[src/rtl/digital_tube_scan_if.sv]
// Bus bundle between the tube register window of the I/O bridge and
// digital_tube_scan: data/config write ports in, digit select and segments out.
interface digital_tube_scan_if #(
  parameter int DIGITS = 8
);
  logic                  wr_en;
  logic [DIGITS/2-1:0]   wr_be;
  logic [4*DIGITS-1:0]   wr_data;
  logic                  cfg_we;
  logic [DIGITS-1:0]     cfg_dp;
  logic [DIGITS-1:0]     cfg_blink;
  logic                  cfg_lzs;
  logic [3:0]            cfg_bright;
  logic [DIGITS-1:0]     sel;
  logic [7:0]            seg;

  modport master (
    output wr_en, wr_be, wr_data, cfg_we, cfg_dp, cfg_blink, cfg_lzs, cfg_bright,
    input  sel, seg
  );

  modport slave (
    input  wr_en, wr_be, wr_data, cfg_we, cfg_dp, cfg_blink, cfg_lzs, cfg_bright,
    output sel, seg
  );
endinterface

[src/rtl/digital_tube_scan.sv]
// Multiplexed seven-segment driver: scans DIGITS hex nibbles one slot at a time,
// with byte-lane writes, per-digit dp, leading-zero suppression and 16-level
// in-slot PWM brightness. Per-digit blinking is built only when TUBE_BLINK_EN
// is defined; otherwise cfg_blink is ignored and digits never blink.
module digital_tube_scan #(
  parameter int DIGITS       = 8,
  parameter int SCAN_PERIOD  = 25000,
  parameter int BLINK_FRAMES = 64
) (
  input  logic                clk,
  input  logic                rstn,
  digital_tube_scan_if.slave  bus
);
  localparam int             CW        = $clog2(SCAN_PERIOD);
  localparam int             IW        = $clog2(DIGITS);
  localparam logic [CW-1:0]  CNT_LAST  = CW'(SCAN_PERIOD - 1);
  localparam logic [IW-1:0]  IDX_LAST  = IW'(DIGITS - 1);
  localparam logic [35:0]    ON_RESET  = 36'(SCAN_PERIOD);
  localparam logic [35:0]    PERIOD_36 = 36'(SCAN_PERIOD);

  // Active-low hex glyph for segments A..G (bit 6 = A, bit 0 = G).
  function automatic logic [6:0] hex_glyph(input logic [3:0] nib);
    logic [6:0] g;
    case (nib)
      4'h0:    g = 7'h01;
      4'h1:    g = 7'h4F;
      4'h2:    g = 7'h12;
      4'h3:    g = 7'h06;
      4'h4:    g = 7'h4C;
      4'h5:    g = 7'h24;
      4'h6:    g = 7'h20;
      4'h7:    g = 7'h0F;
      4'h8:    g = 7'h00;
      4'h9:    g = 7'h04;
      4'hA:    g = 7'h08;
      4'hB:    g = 7'h60;
      4'hC:    g = 7'h31;
      4'hD:    g = 7'h42;
      4'hE:    g = 7'h30;
      4'hF:    g = 7'h38;
      default: g = 7'h7F;
    endcase
    return g;
  endfunction

  logic [CW-1:0]         cnt_q, cnt_d;
  logic [IW-1:0]         idx_q, idx_d;
  logic [4*DIGITS-1:0]   data_q, data_d;
  logic [DIGITS-1:0]     dp_q, dp_d;
  logic                  lzs_q, lzs_d;
  logic [35:0]           on_time_q, on_time_d;
  logic [DIGITS-1:0]     sel_q, sel_d;
  logic [7:0]            seg_q, seg_d;
  logic                  blink_blank_s;
  logic                  upper_zero_s;
  logic                  blank_s;
  logic [3:0]            nib_s;

`ifdef TUBE_BLINK_EN
  localparam int            FW         = (BLINK_FRAMES > 1) ? $clog2(BLINK_FRAMES) : 1;
  localparam logic [FW-1:0] FRAME_LAST = FW'(BLINK_FRAMES - 1);

  logic [FW-1:0]         frame_q, frame_d;
  logic                  blink_ph_q, blink_ph_d;
  logic [DIGITS-1:0]     blink_q, blink_d;
  logic                  frame_wrap_s;

  // Blink state: frame counter advances once per full scan, phase toggles on its wrap.
  always_comb begin
    frame_wrap_s = (cnt_q == CNT_LAST) && (idx_q == IDX_LAST);
    frame_d      = frame_q;
    blink_ph_d   = blink_ph_q;
    if (frame_wrap_s) begin
      if (frame_q == FRAME_LAST) begin
        frame_d    = '0;
        blink_ph_d = ~blink_ph_q;
      end else begin
        frame_d    = frame_q + FW'(1);
      end
    end else begin
      frame_d = frame_q;
    end
    if (bus.cfg_we) begin
      blink_d = bus.cfg_blink;
    end else begin
      blink_d = blink_q;
    end
    blink_blank_s = blink_ph_q & blink_q[idx_q];
  end

  // Blink registers, cleared by reset only; config writes leave the counters running.
  always_ff @(posedge clk or negedge rstn) begin
    if (!rstn) begin
      frame_q    <= '0;
      blink_ph_q <= 1'b0;
      blink_q    <= '0;
    end else begin
      frame_q    <= frame_d;
      blink_ph_q <= blink_ph_d;
      blink_q    <= blink_d;
    end
  end
`else
  // Without blink support no digit is ever blanked by blinking.
  always_comb begin
    blink_blank_s = 1'b0;
  end
`endif

  // Scan position: cnt walks the slot, idx steps to the next digit on cnt wrap.
  always_comb begin
    cnt_d = cnt_q;
    idx_d = idx_q;
    if (cnt_q == CNT_LAST) begin
      cnt_d = '0;
      if (idx_q == IDX_LAST) begin
        idx_d = '0;
      end else begin
        idx_d = idx_q + IW'(1);
      end
    end else begin
      cnt_d = cnt_q + CW'(1);
    end
  end

  // Data and config next state; byte lanes not enabled keep their old value.
  always_comb begin
    data_d = data_q;
    for (int k = 0; k < DIGITS/2; k++) begin
      if (bus.wr_en && bus.wr_be[k]) begin
        data_d[8*k +: 8] = bus.wr_data[8*k +: 8];
      end else begin
        data_d[8*k +: 8] = data_q[8*k +: 8];
      end
    end
    if (bus.cfg_we) begin
      dp_d      = bus.cfg_dp;
      lzs_d     = bus.cfg_lzs;
      // Full 36-bit product before the shift so large periods do not truncate.
      on_time_d = ((36'(bus.cfg_bright) + 36'd1) * PERIOD_36) >> 4;
    end else begin
      dp_d      = dp_q;
      lzs_d     = lzs_q;
      on_time_d = on_time_q;
    end
  end

  // Output pattern for the current slot: glyph, dp, zero suppression and blanking.
  always_comb begin
    nib_s        = data_q[4*int'(idx_q) +: 4];
    upper_zero_s = 1'b1;
    for (int i = 0; i < DIGITS; i++) begin
      if ((i >= int'(idx_q)) && (data_q[4*i +: 4] != 4'd0)) begin
        upper_zero_s = 1'b0;
      end else begin
        upper_zero_s = upper_zero_s;
      end
    end
    blank_s = ({{(36-CW){1'b0}}, cnt_q} >= on_time_q) || blink_blank_s;
    if (blank_s) begin
      sel_d = '0;
      seg_d = 8'hFF;
    end else begin
      sel_d = {{(DIGITS-1){1'b0}}, 1'b1} << idx_q;
      if (lzs_q && (idx_q != '0) && upper_zero_s) begin
        seg_d = {~dp_q[idx_q], 7'h7F};
      end else begin
        seg_d = {~dp_q[idx_q], hex_glyph(nib_s)};
      end
    end
  end

  // Scan, data, config and output registers.
  always_ff @(posedge clk or negedge rstn) begin
    if (!rstn) begin
      cnt_q     <= '0;
      idx_q     <= '0;
      data_q    <= '0;
      dp_q      <= '0;
      lzs_q     <= 1'b0;
      on_time_q <= ON_RESET;
      sel_q     <= '0;
      seg_q     <= 8'hFF;
    end else begin
      cnt_q     <= cnt_d;
      idx_q     <= idx_d;
      data_q    <= data_d;
      dp_q      <= dp_d;
      lzs_q     <= lzs_d;
      on_time_q <= on_time_d;
      sel_q     <= sel_d;
      seg_q     <= seg_d;
    end
  end

  assign bus.sel = sel_q;
  assign bus.seg = seg_q;
endmodule

[src/flat_wrapper.sv]
// flat-port wrapper written by rule: the top's interface ports become plain ports
module digital_tube_scan_flat 
#(
  parameter int DIGITS       = 8,
  parameter int SCAN_PERIOD  = 25000,
  parameter int BLINK_FRAMES = 64
)
  (clk, rstn, bus_wr_en, bus_wr_be, bus_wr_data, bus_cfg_we, bus_cfg_dp, bus_cfg_blink, bus_cfg_lzs, bus_cfg_bright, bus_sel, bus_seg);
  digital_tube_scan_if #(.DIGITS(DIGITS)) bus_i ();
  input  logic clk;
  input  logic rstn;
  input wire logic [$bits(bus_i.wr_en)-1:0] bus_wr_en;
  input wire logic [$bits(bus_i.wr_be)-1:0] bus_wr_be;
  input wire logic [$bits(bus_i.wr_data)-1:0] bus_wr_data;
  input wire logic [$bits(bus_i.cfg_we)-1:0] bus_cfg_we;
  input wire logic [$bits(bus_i.cfg_dp)-1:0] bus_cfg_dp;
  input wire logic [$bits(bus_i.cfg_blink)-1:0] bus_cfg_blink;
  input wire logic [$bits(bus_i.cfg_lzs)-1:0] bus_cfg_lzs;
  input wire logic [$bits(bus_i.cfg_bright)-1:0] bus_cfg_bright;
  output wire logic [$bits(bus_i.sel)-1:0] bus_sel;
  output wire logic [$bits(bus_i.seg)-1:0] bus_seg;
  assign bus_i.wr_en = bus_wr_en;
  assign bus_i.wr_be = bus_wr_be;
  assign bus_i.wr_data = bus_wr_data;
  assign bus_i.cfg_we = bus_cfg_we;
  assign bus_i.cfg_dp = bus_cfg_dp;
  assign bus_i.cfg_blink = bus_cfg_blink;
  assign bus_i.cfg_lzs = bus_cfg_lzs;
  assign bus_i.cfg_bright = bus_cfg_bright;
  assign bus_sel = bus_i.sel;
  assign bus_seg = bus_i.seg;
  digital_tube_scan #(.DIGITS(DIGITS), .SCAN_PERIOD(SCAN_PERIOD), .BLINK_FRAMES(BLINK_FRAMES)) u_core (.clk(clk), .rstn(rstn), .bus(bus_i));
endmodule
[config.mk]
export PLATFORM = sky130hd
export DESIGN_NAME = digital_tube_scan_flat
export DESIGN_NICKNAME = d
export VERILOG_FILES = /design/src/rtl/digital_tube_scan_if.sv /design/src/rtl/digital_tube_scan.sv /design/src/flat_wrapper.sv
export SDC_FILE = /design/constraint.sdc
export NUM_CORES = 1
export LEC_CHECK = 0
export CAP_MARGIN = 15
export CORE_MARGIN = 2
export CORE_UTILIZATION = 34
export DETAILED_ROUTE_END_ITERATION = 10
export HOLD_SLACK_MARGIN = 0.12
export MAX_ROUTING_LAYER = met4
export PLACE_DENSITY = 0.62
export SLEW_MARGIN = 15
export SYNTH_ARGS = -nofsm -noshare
export SYNTH_HDL_FRONTEND = slang
export SYNTH_SLANG_ARGS = --single-unit
[constraint.sdc]
create_clock -name clk -period 3.39 [get_ports clk]
set_input_delay 0.8475 -clock clk [delete_from_list [all_inputs] [get_ports clk]]
set_output_delay 0.8475 -clock clk [all_outputs]
set_load 0.1 [all_outputs]
### After elaboration in Yosys (flattened, before gate mapping)

Memory sizes are Yosys's and may differ from the RTL's.
Index checks and enable logic that the tools add are counted.

* bits in registers: 107
* ROM bits: 112
* input port bits: 61
* output and inout bits: 16
* word-level logic and storage cells: 67
* memories kept: 1

* add/subtract/negate cells: 3
* $mul: 1
* $lt $le $gt $ge: 9
* eq/ne operators: 2
* shift operators: 2
* muxes and demuxes: 15
* bitwise logic cells: 1
* reductions and logical operators: 22

Memories
* (name not given): depth 16, width 7, read ports 1, clocked after memory_dff 0, write ports 0, RTL line digital_tube_scan.sv:24 `case (nib)`

Operators by type and width (count)
* multiplier 36 x 12 -> 33 bit (second input constant): 1
* >= comparator 15 x 32 -> 1 bit: 1
* nonzero test 4 bit: 8
* indexed part select 32 x 6 -> 4 bit: 1
* 2-to-1 mux 8 bit: 2
* adder 15 x 1 -> 15 bit (second input constant): 1
* equality test 15 bit (second input constant): 1
* 2-to-1 mux 15 bit: 1
* logical AND 1 bit: 13
* >= comparator 3 bit (first input constant): 3
* 2-to-1 mux 1 bit: 9
* << shifter 1 x 3 -> 8 bit (first input constant): 1
* 2-to-1 mux 7 bit: 1
* >= comparator 1 x 3 -> 1 bit (first input constant): 2
* >= comparator 2 x 3 -> 1 bit (first input constant): 2
* adder 4 x 1 -> 5 bit (second input constant): 1
* < comparator 3 x 4 -> 1 bit (second input constant): 1
* adder 3 x 1 -> 3 bit (second input constant): 1
* binary-select mux 1 bit (select 3 bit): 1
* equality test 3 bit (second input constant): 1
* 2-to-1 mux 3 bit: 1
* nonzero test 3 bit: 1
* inverter 1 bit: 1

### Longest topological paths before layout

Gate-level depths: netlist of run 1.

* word-level depth: 13
* mapped depth: 13
* mapped depth without buffers: 13

### Least setup slack after synthesis of run 1

Ideal clock, no wire load.

* kind: input to register
* from: input port bus_cfg_bright[2]
* to: register u_core.on_time_q[14]
* library setup time: 84 ps
* arrival: 3542 ps
* data required time: 3306 ps
* setup slack: -236 ps
* stages on the path: 13
* path buffers: 1
* path through: clkbuf_1 nand3_1 xnor2_1 ha_1 inv_1 fa_1 inv_1 ha_1 a211oi_1 o211ai_1 a31oi_1 mux2i_1 a311o_1

* word-level cells in the longest chain between the ends: 2

RTL lines
* start: declaration: RTL line flat_wrapper.sv:19 `input wire logic [$bits(bus_i.cfg_bright)-1:0] bus_cfg_bright;`
* adder 4 x 1 -> 5 bit: RTL line digital_tube_scan.sv:140 `on_time_d = ((36'(bus.cfg_bright) + 36'd1) * PERIOD_36) >> 4;`
* multiplier 36 x 12 -> 33 bit: RTL line digital_tube_scan.sv:140
* end signal: assignment: RTL line digital_tube_scan.sv:190 `on_time_q <= on_time_d;`
* end: declaration: RTL line digital_tube_scan.sv:51 `logic [35:0] on_time_q, on_time_d;`

No other way between the ends.
A chain may end at the register's enable or synchronous reset.

### Worst setup path in the final report of run 1

Ends and elaborated chain as after synthesis.

==> run metrics, run 1 <==
status complete, no violations; Critical Path Max Stage Delay 350 ps; first-pass GRT wire length 21.6 mm; total grt overflow 0; post-cts hold buffer count 0; CP Max Fanout 4; fmax 0.303 GHz; number of enable flip-flop cells after synthesis 0; top_reg_cell synth dfrtp_1; diode count 0; Max rail drop VDD 0.244 mV; smallest hold slack 492 ps; total count of hold-check failures in the final report 0; Reg power frac 39.8%; R2R setup slack 570 ps; initial antenna violation count 0; clk_skew 7.90 ps; die footprint 17400 µm²; #FFs+latches synth 92; Worst Path Class, Setup primary input to register; clk slew on worst S/H paths 60 ps; clock latency on the worst-skew pair 350 ps; total CTS buffers 9; PD cells 476 nW/µm²; total number of vias 4188; io pins 77; root buf cell clkbuf_16; Slew Viols, Final 0; fin crit period 3300 ps; Final Wtd Congestion 0.795; Crit path top cell by count ha_1; Clock Sinks 92; Starting Density 35.0%; standard-cell rows 46; drt first-iter violations 205; Place WS -766 ps; fin crit share 97.5%; Critical Path Start Type primary input; combinational power share 32.6%; Post-DP HPWL 9.92 mm; Placeable Area 15900 µm²; drt drc 0; CP bufs+invs 1; MaxCap Viol Count 0; Detailed Routing Iterations Pass 1 4; CP delay by family, top compound AO/OA/AOI/OAI gates; Arrival @ worst endpoint 3580 ps; asr flop ratio synth 100%; Mapped Area 5580 µm²; largest net degree at the start of global routing 48; Switching Power 1.09 mW; Synth-to-Final Area Change 28.3%; GR Util All Layers 15.8%; Int Power 2.31 mW; CP required 3670 ps; leakage power 3.30 nW; routed wire length 12.7 mm; Worst Setup Slack, final 85.3 ps; sw frac 32.1%; worst-path cell chain clkdlybuf4s15_1, nand3_4, xnor2_2, ha_1, ha_1, ha_1, a211oi_2, o211ai_1, a31oi_2, mux2i_1, a311o_1; vias in the first global route 4399; DRT antenna net count 0; Clock Path Buffers 2; nature of the critical path endpoint register; Die Wd 132 µm; vias per cell 5.01; ratio of cells with drive above 1 in the final layout 26.3%; Slew Limit Headroom 55.8%; Slew @ Worst Pin 663 ps; Critical-path top delay cell ha_1; final-report setup violation count 0; Seq/Total Area, Yosys 41.6%; CTS tree done; IO Port Bufs 68; Worst Hold Class register to register; H-tree depth 3; Net Count, Synth 623; YS warnings 0; syn_area_per_cell 11.0 µm²; library cells used by synthesis 60; Wirelength per Cell 15.2 µm; # fillers 1495; Die H 132 µm; Post-Syn Instances 505; Nets 734; Clock power frac 27.6%
## final timing paths
kind / from / to / cells after the start
setup / recovery: bus_cfg_bright[2] / u_core.on_time_q[14]$_DFFE_PN1P_ / 11
max in group asynchronous: rstn / u_core.bus.seg[6]$_DFF_PN1_ / 2
setup reg to reg: u_core.idx_q[0]$_DFFE_PN0N_ / u_core.bus.seg[1]$_DFF_PN1_ / 8
min in group asynchronous: rstn / u_core.on_time_q[0]$_DFFE_PN0P_ / 1
hold reg to reg: u_core.on_time_q[8]$_DFFE_PN1P_ / u_core.on_time_q[8]$_DFFE_PN1P_ / 2
hold / removal: u_core.on_time_q[8]$_DFFE_PN1P_ / u_core.on_time_q[8]$_DFFE_PN1P_ / 2
## cell usage after synthesis, types with 3 or more instances
cell | n | area share (%)
nor3_1 | 12 | 1.1
nor4_1 | 10 | 1.1
nor2b_1 | 4 | 0.45
buf_6 | 3 | 0.61
o21ai_0 | 19 | 1.7
xor2_1 | 16 | 2.5
and2_1 | 4 | 0.45
nand2_1 | 38 | 2.6
dfrtp_1 | 78 | 35
a31oi_1 | 5 | 0.56
nand3b_1 | 5 | 0.67
o211ai_1 | 3 | 0.40
a21o_1 | 6 | 0.81
mux2_2 | 42 | 8.5
o22ai_1 | 4 | 0.45
ha_1 | 56 | 13
a21oi_1 | 18 | 1.6
o31ai_1 | 3 | 0.40
mux4_2 | 4 | 1.6
xnor2_1 | 11 | 1.7
nand3_1 | 16 | 1.4
nor2_1 | 25 | 1.7
a211oi_1 | 4 | 0.54
dfstp_2 | 14 | 6.6
inv_1 | 30 | 2.0
mux4_1 | 6 | 2.8
clkbuf_1 | 9 | 0.61
mux2i_1 | 14 | 2.5
or3_1 | 3 | 0.34
## flip-flops by register name (all words and copies together), names as in the netlist
register          count
u_core.on_time_q     17
u_core.idx_q          3
u_core.lzs_q          1
u_core.dp_q           8
u_core.bus.seg        8
u_core.data_q        32
u_core.cnt_q         15
u_core.bus.sel        8
## layout make-up
class                   count  area, µm²  share of cell area [%]
clock buffers              14        264                    3.69
flip-flops and latches     92       2320                    32.4
inverters                  32        120                    1.68
clock inverters             1       7.51                   0.105
multi-input cells         365       3180                    44.5
repair buffers            116        991                    13.8
well taps                 216        270                    3.78
## power groups by stage
stage / logic, mW / clock network (mW) / registers (mW)
after global routing: 1.22 / 1.02 / 1.37
after floorplan: 0.560 / 0 / 1.52
final: 1.11 / 0.940 / 1.36
after CTS: 1.10 / 0.968 / 1.36
after global placement: 1.04 / 0 / 1.37
after detailed placement: 1.07 / 0 / 1.38
## through the flow
step                std cells  power [mW]  TNS, ps  instance area [µm²]  util [%]
global route              836        3.62    -33.3                 7160      44.9
CTS                       834        3.42        0                 7100      44.5
detailed placement        818        2.45    -6380                 6770      42.5
finish                    836        3.41        0                 7160      44.9
floorplan                 505        2.08    -22.9                 5620         -
global placement          818        2.41    -5310                 6770      42.5
## metal layers
layer	track usage, %	routed length, µm
met2	25.8	6200
met3	3.58	482
met5	-	0
met1	19.5	5860
met4	5.25	203
## what timing repair did
item,4_1_cts,5_1_grt
setup buffers,1,2
setup endpoints to repair,10,7
cloned,0,0
gates resized for setup,14,10
pin swaps,5,4
## worst reg2reg max path, cell delays in order, from the launching register on
cell and delay, ps:
dfrtp_1 770, mux4_1 700, mux2i_1 150, buf_4 180, inv_1 70, ha_1 250
mux2i_1 160, o22ai_1 100, or3b_1 370
## cell usage in the layout (no fill, tap or decap), types with 3 or more instances in the layout
cell | netlist | final
dfrtp_1 | 78 | 78
and2_1 | 4 | 4
nand3_1 | 16 | 15
o22ai_1 | 4 | 4
xor2_1 | 16 | 14
mux4_1 | 6 | 6
inv_1 | 30 | 29
a21o_1 | 6 | 6
o211ai_1 | 3 | 3
mux2_2 | 42 | 42
clkdlybuf4s50_1 | 0 | 47
ha_4 | 0 | 4
or3_1 | 3 | 3
dfstp_2 | 14 | 14
ha_2 | 0 | 3
buf_4 | 2 | 64
ha_1 | 56 | 49
a211oi_1 | 4 | 3
nor3_1 | 12 | 12
nor2b_1 | 4 | 4
a31oi_1 | 5 | 4
mux2i_1 | 14 | 14
nor4_1 | 10 | 10
o21ai_0 | 19 | 17
nor2_1 | 25 | 25
nand2_1 | 38 | 38
mux4_2 | 4 | 4
clkbuf_16 | 0 | 9
xnor2_1 | 11 | 9
nand3b_1 | 5 | 5
a21oi_1 | 18 | 17
clkbuf_1 | 9 | 3
## cell families (layout without fill, tap and decap cells)
kind of cell | Yosys count | after routing | synth area share, %
and+or+nand+nor | 135 | 135 | 12.3
buffers and inverters | 48 | 163 | 3.77
muxes | 68 | 68 | 16.1
other | 1 | 1 | 0.0673
AOI/OAI and AO/OA | 77 | 77 | 8.98
adders and majority gates | 57 | 57 | 12.9
DFF | 92 | 92 | 41.6
xor gates and xnor gates | 27 | 27 | 4.24
No activity file was read; power rests on OpenSTA's default activity.
==> inputs of run 2 (changes only) <==
--- a/config.mk
+++ b/config.mk
@@ -9,6 +9,7 @@
 export CORE_MARGIN = 2
 export CORE_UTILIZATION = 34
 export DETAILED_ROUTE_END_ITERATION = 10
+export GPL_TIMING_DRIVEN = 0
 export HOLD_SLACK_MARGIN = 0.12
 export MAX_ROUTING_LAYER = met4
 export PLACE_DENSITY = 0.62
==> run metrics, run 2 (synthesis results as in run 1) <==
post-cts hold buffer count 0 (unchanged); Crit path top cell by count ha_4 (was ha_1); Slew Limit Headroom 34.7% (was 55.8%); Max rail drop VDD 0.246 mV (was 0.244 mV); drt first-iter violations 218 (was 205); PD cells 483 nW/µm² (was 476 nW/µm²); Setup crit start bus_cfg_bright[1] (was bus_cfg_bright[2]); FF-to-FF Start u_core.idx_q[2]$_DFFE_PN0N_ (was u_core.idx_q[0]$_DFFE_PN0N_); commonest non-fill, non-tap cell in the layout dfrtp_1 (unchanged); Detailed Routing Iterations Pass 1 4 (unchanged); DRT antenna net count 0 (unchanged); vias per cell 5.13 (was 5.01); Crit path depth 14 (was 11); largest net degree at the start of global routing 49 (was 48); H-tree depth 3 (unchanged); Switching Power 1.10 mW (was 1.09 mW); root buf cell clkbuf_16 (unchanged); most frequent cells in the layout 78 x dfrtp_1, 63 x clkdlybuf4s50_1, 48 x ha_1 (was 78 x dfrtp_1, 64 x buf_4, 49 x ha_1); ratio of cells with drive above 1 in the final layout 19.6% (was 26.3%); CTS tree done (unchanged); Wirelength per Cell 16.1 µm (was 15.2 µm); CP Max Fanout 5 (was 4); smallest hold slack 497 ps (was 492 ps); Starting Density 35.0% (unchanged); Clock Sinks 92 (unchanged); Clock Path Buffers 2 (unchanged); IO Port Bufs 66 (was 68); max reg flops 32 (unchanged); Die Wd 132 µm (unchanged); Final Wtd Congestion 0.832 (was 0.795); Nets 710 (was 734); Post-DP HPWL 9.91 mm (was 9.92 mm); status complete, no violations (unchanged); Reg2Reg Capture Point u_core.bus.seg[1]$_DFF_PN1_ (unchanged); die footprint 17400 µm² (unchanged); Int Power 2.31 mW (about the same); Critical Path Start Type primary input (unchanged); Arrival @ worst endpoint 3490 ps (was 3580 ps); total number of vias 4174 (was 4188); Place WS -1210 ps (was -766 ps); Critical Path Sink u_core.on_time_q[12]$_DFFE_PN0P_ (was u_core.on_time_q[14]$_DFFE_PN1P_); GR Util All Layers 16.1% (was 15.8%); total count of hold-check failures in the final report 0 (unchanged); largest registers u_core.data_q x32, u_core.on_time_q x17, u_core.cnt_q x15 (unchanged); Slew @ Worst Pin 977 ps (was 663 ps); fmax 0.304 GHz (was 0.303 GHz); R2R setup slack 280 ps (was 570 ps); area of the multi-input gates 3220 µm² (was 3180 µm²); total CTS buffers 9 (unchanged); leakage power 3.14 nW (was 3.30 nW); clk_skew 7.85 ps (was 7.90 ps); routed wire length 13.1 mm (was 12.7 mm); standard-cell rows 46 (unchanged); Critical-path top delay cell ha_4 (was ha_1); worst hold start u_core.on_time_q[7]$_DFFE_PN1P_ (was u_core.on_time_q[8]$_DFFE_PN1P_); Placeable Area 15900 µm² (unchanged); MaxCap Viol Count 0 (unchanged); final-report setup violation count 0 (unchanged); vias in the first global route 4310 (was 4399); initial antenna violation count 0 (unchanged); Worst Path Class, Setup primary input to register (unchanged); Slew Viols, Final 0 (unchanged); drt drc 0 (unchanged); fin crit period 3290 ps (was 3300 ps); diode count 0 (unchanged); fin crit share 96.9% (was 97.5%); io pins 77 (unchanged); first-pass GRT wire length 21.9 mm (was 21.6 mm); nature of the critical path endpoint register (unchanged); clock latency on the worst-skew pair 350 ps (about the same); CP bufs+invs 2 (was 1); Cell Count, Final, Fillers Out 813 (was 836); Reg power frac 39.8% (about the same); clk slew on worst S/H paths 60 ps (about the same); Worst Setup Slack, final 104 ps (was 85.3 ps); total grt overflow 0 (unchanged); placed instance count 788 (was 818); CP required 3600 ps (was 3670 ps); Synth-to-Final Area Change 26.7% (was 28.3%); Clock power frac 28.7% (was 27.6%); Worst Reg-to-Reg Cells 9 (was 8); Biggest register u_core.data_q (unchanged); CP delay by family, top compound AO/OA/AOI/OAI gates (unchanged); Die H 132 µm (unchanged); Critical Path Max Stage Delay 300 ps (was 350 ps); Register Area 2320 µm² (unchanged); Worst Hold Class register to register (unchanged); worst-path cell chain buf_4, ha_4, nand2_2, or2_2, o21a_1, ha_4, ha_4, ha_4, a211oi_2, o211ai_1, a31oi_2, buf_4, xor2_1, mux2i_1 (was clkdlybuf4s15_1, nand3_4, xnor2_2, ha_1, ha_1, ha_1, a211oi_2, o211ai_1, a31oi_2, mux2i_1, a311o_1); # fillers 1487 (was 1495); combinational power share 31.4% (was 32.6%); sw frac 32.2% (was 32.1%)
-- run 2: changes by cell type in the layout (fill, tap and decap cells not counted), moves of 2 or more --
cell             change
ha_4                 +4
ha_2                 -3
clkinv_2             +2
buf_6                +2
buf_1                +2
buf_4               -51
clkbuf_8             -2
clkdlybuf4s50_1     +16
clkbuf_1             +8
inv_1                -2
-- run 2: final cells by class --
class	instances	share of cell area (%)
sequential	92	32.8
multi-input combinational	365	45.5
tap	216	3.83
timing repair buffer	76	10.7
inverter	32	1.79
clock inverter	3	0.567
clock buffer	13	3.40
buffer	16	1.35
-- run 2: routing by layer --
layer,routed length [µm],vias up,GRT usage (%)
li1,-,1999,-
met3,477,11,3.23
met4,165,0,5.37
met2,6410,75,25.7
met1,6030,2089,20.5
met5,0,-,-
-- run 2: worst reg2reg max path, delay by kind of cell, from the launching register on --
family	cells	cell delay, ps
simple gates	1	360
fa+ha+maj	1	290
buf+inv	3	750
flops	1	360
compound gates	1	110
mux	3	1160
-- run 2: what timing repair did --
item	CTS	global route
endpoints found under the setup margin	12	7
gates resized for setup	17	23
pin swaps	5	7
buffers inserted	5	4
-- run 2: how the worst min path moves through the flow --
| stage | endpoint | slack [ps] | depth (start not counted) |
|---|---|---|---|
| finish | u_core.on_time_q[7]$_DFFE_PN1P_ | 500 | 2 |
| global route | u_core.on_time_q[8]$_DFFE_PN1P_ | 510 | 2 |
| CTS | u_core.cnt_q[0]$_DFF_PN0_ | 500 | 1 |
| detailed placement | u_core.on_time_q[7]$_DFFE_PN1P_ | 490 | 2 |
| global placement | u_core.dp_q[3]$_DFFE_PN0P_ | 480 | 1 |
| floorplan | u_core.cnt_q[0]$_DFF_PN0_ | 450 | 1 |
-- run 2: power groups by stage --
stage	Combinational [mW]	Clock, mW	Sequential [mW]
after floorplan	0.560	0	1.52
after global placement	0.967	0	1.37
after detailed placement	0.994	0	1.38
after CTS	1.02	1.00	1.36
after global routing	1.18	1.05	1.38
final	1.07	0.981	1.36
-- run 2: stage by stage --
| step | total power, mW | setup TNS, ps | instance area (µm²) | util [%] |
|---|---|---|---|---|
| global placement | 2.34 | -162770 | 6550 | 41.1 |
| CTS | 3.39 | 0 | 6930 | 43.5 |
| finish | 3.41 | 0 | 7060 | 44.3 |
| detailed placement | 2.37 | -11000 | 6570 | 41.2 |
| floorplan | 2.08 | -22.9 | 5620 | - |
| global route | 3.61 | -31.5 | 7060 | 44.3 |
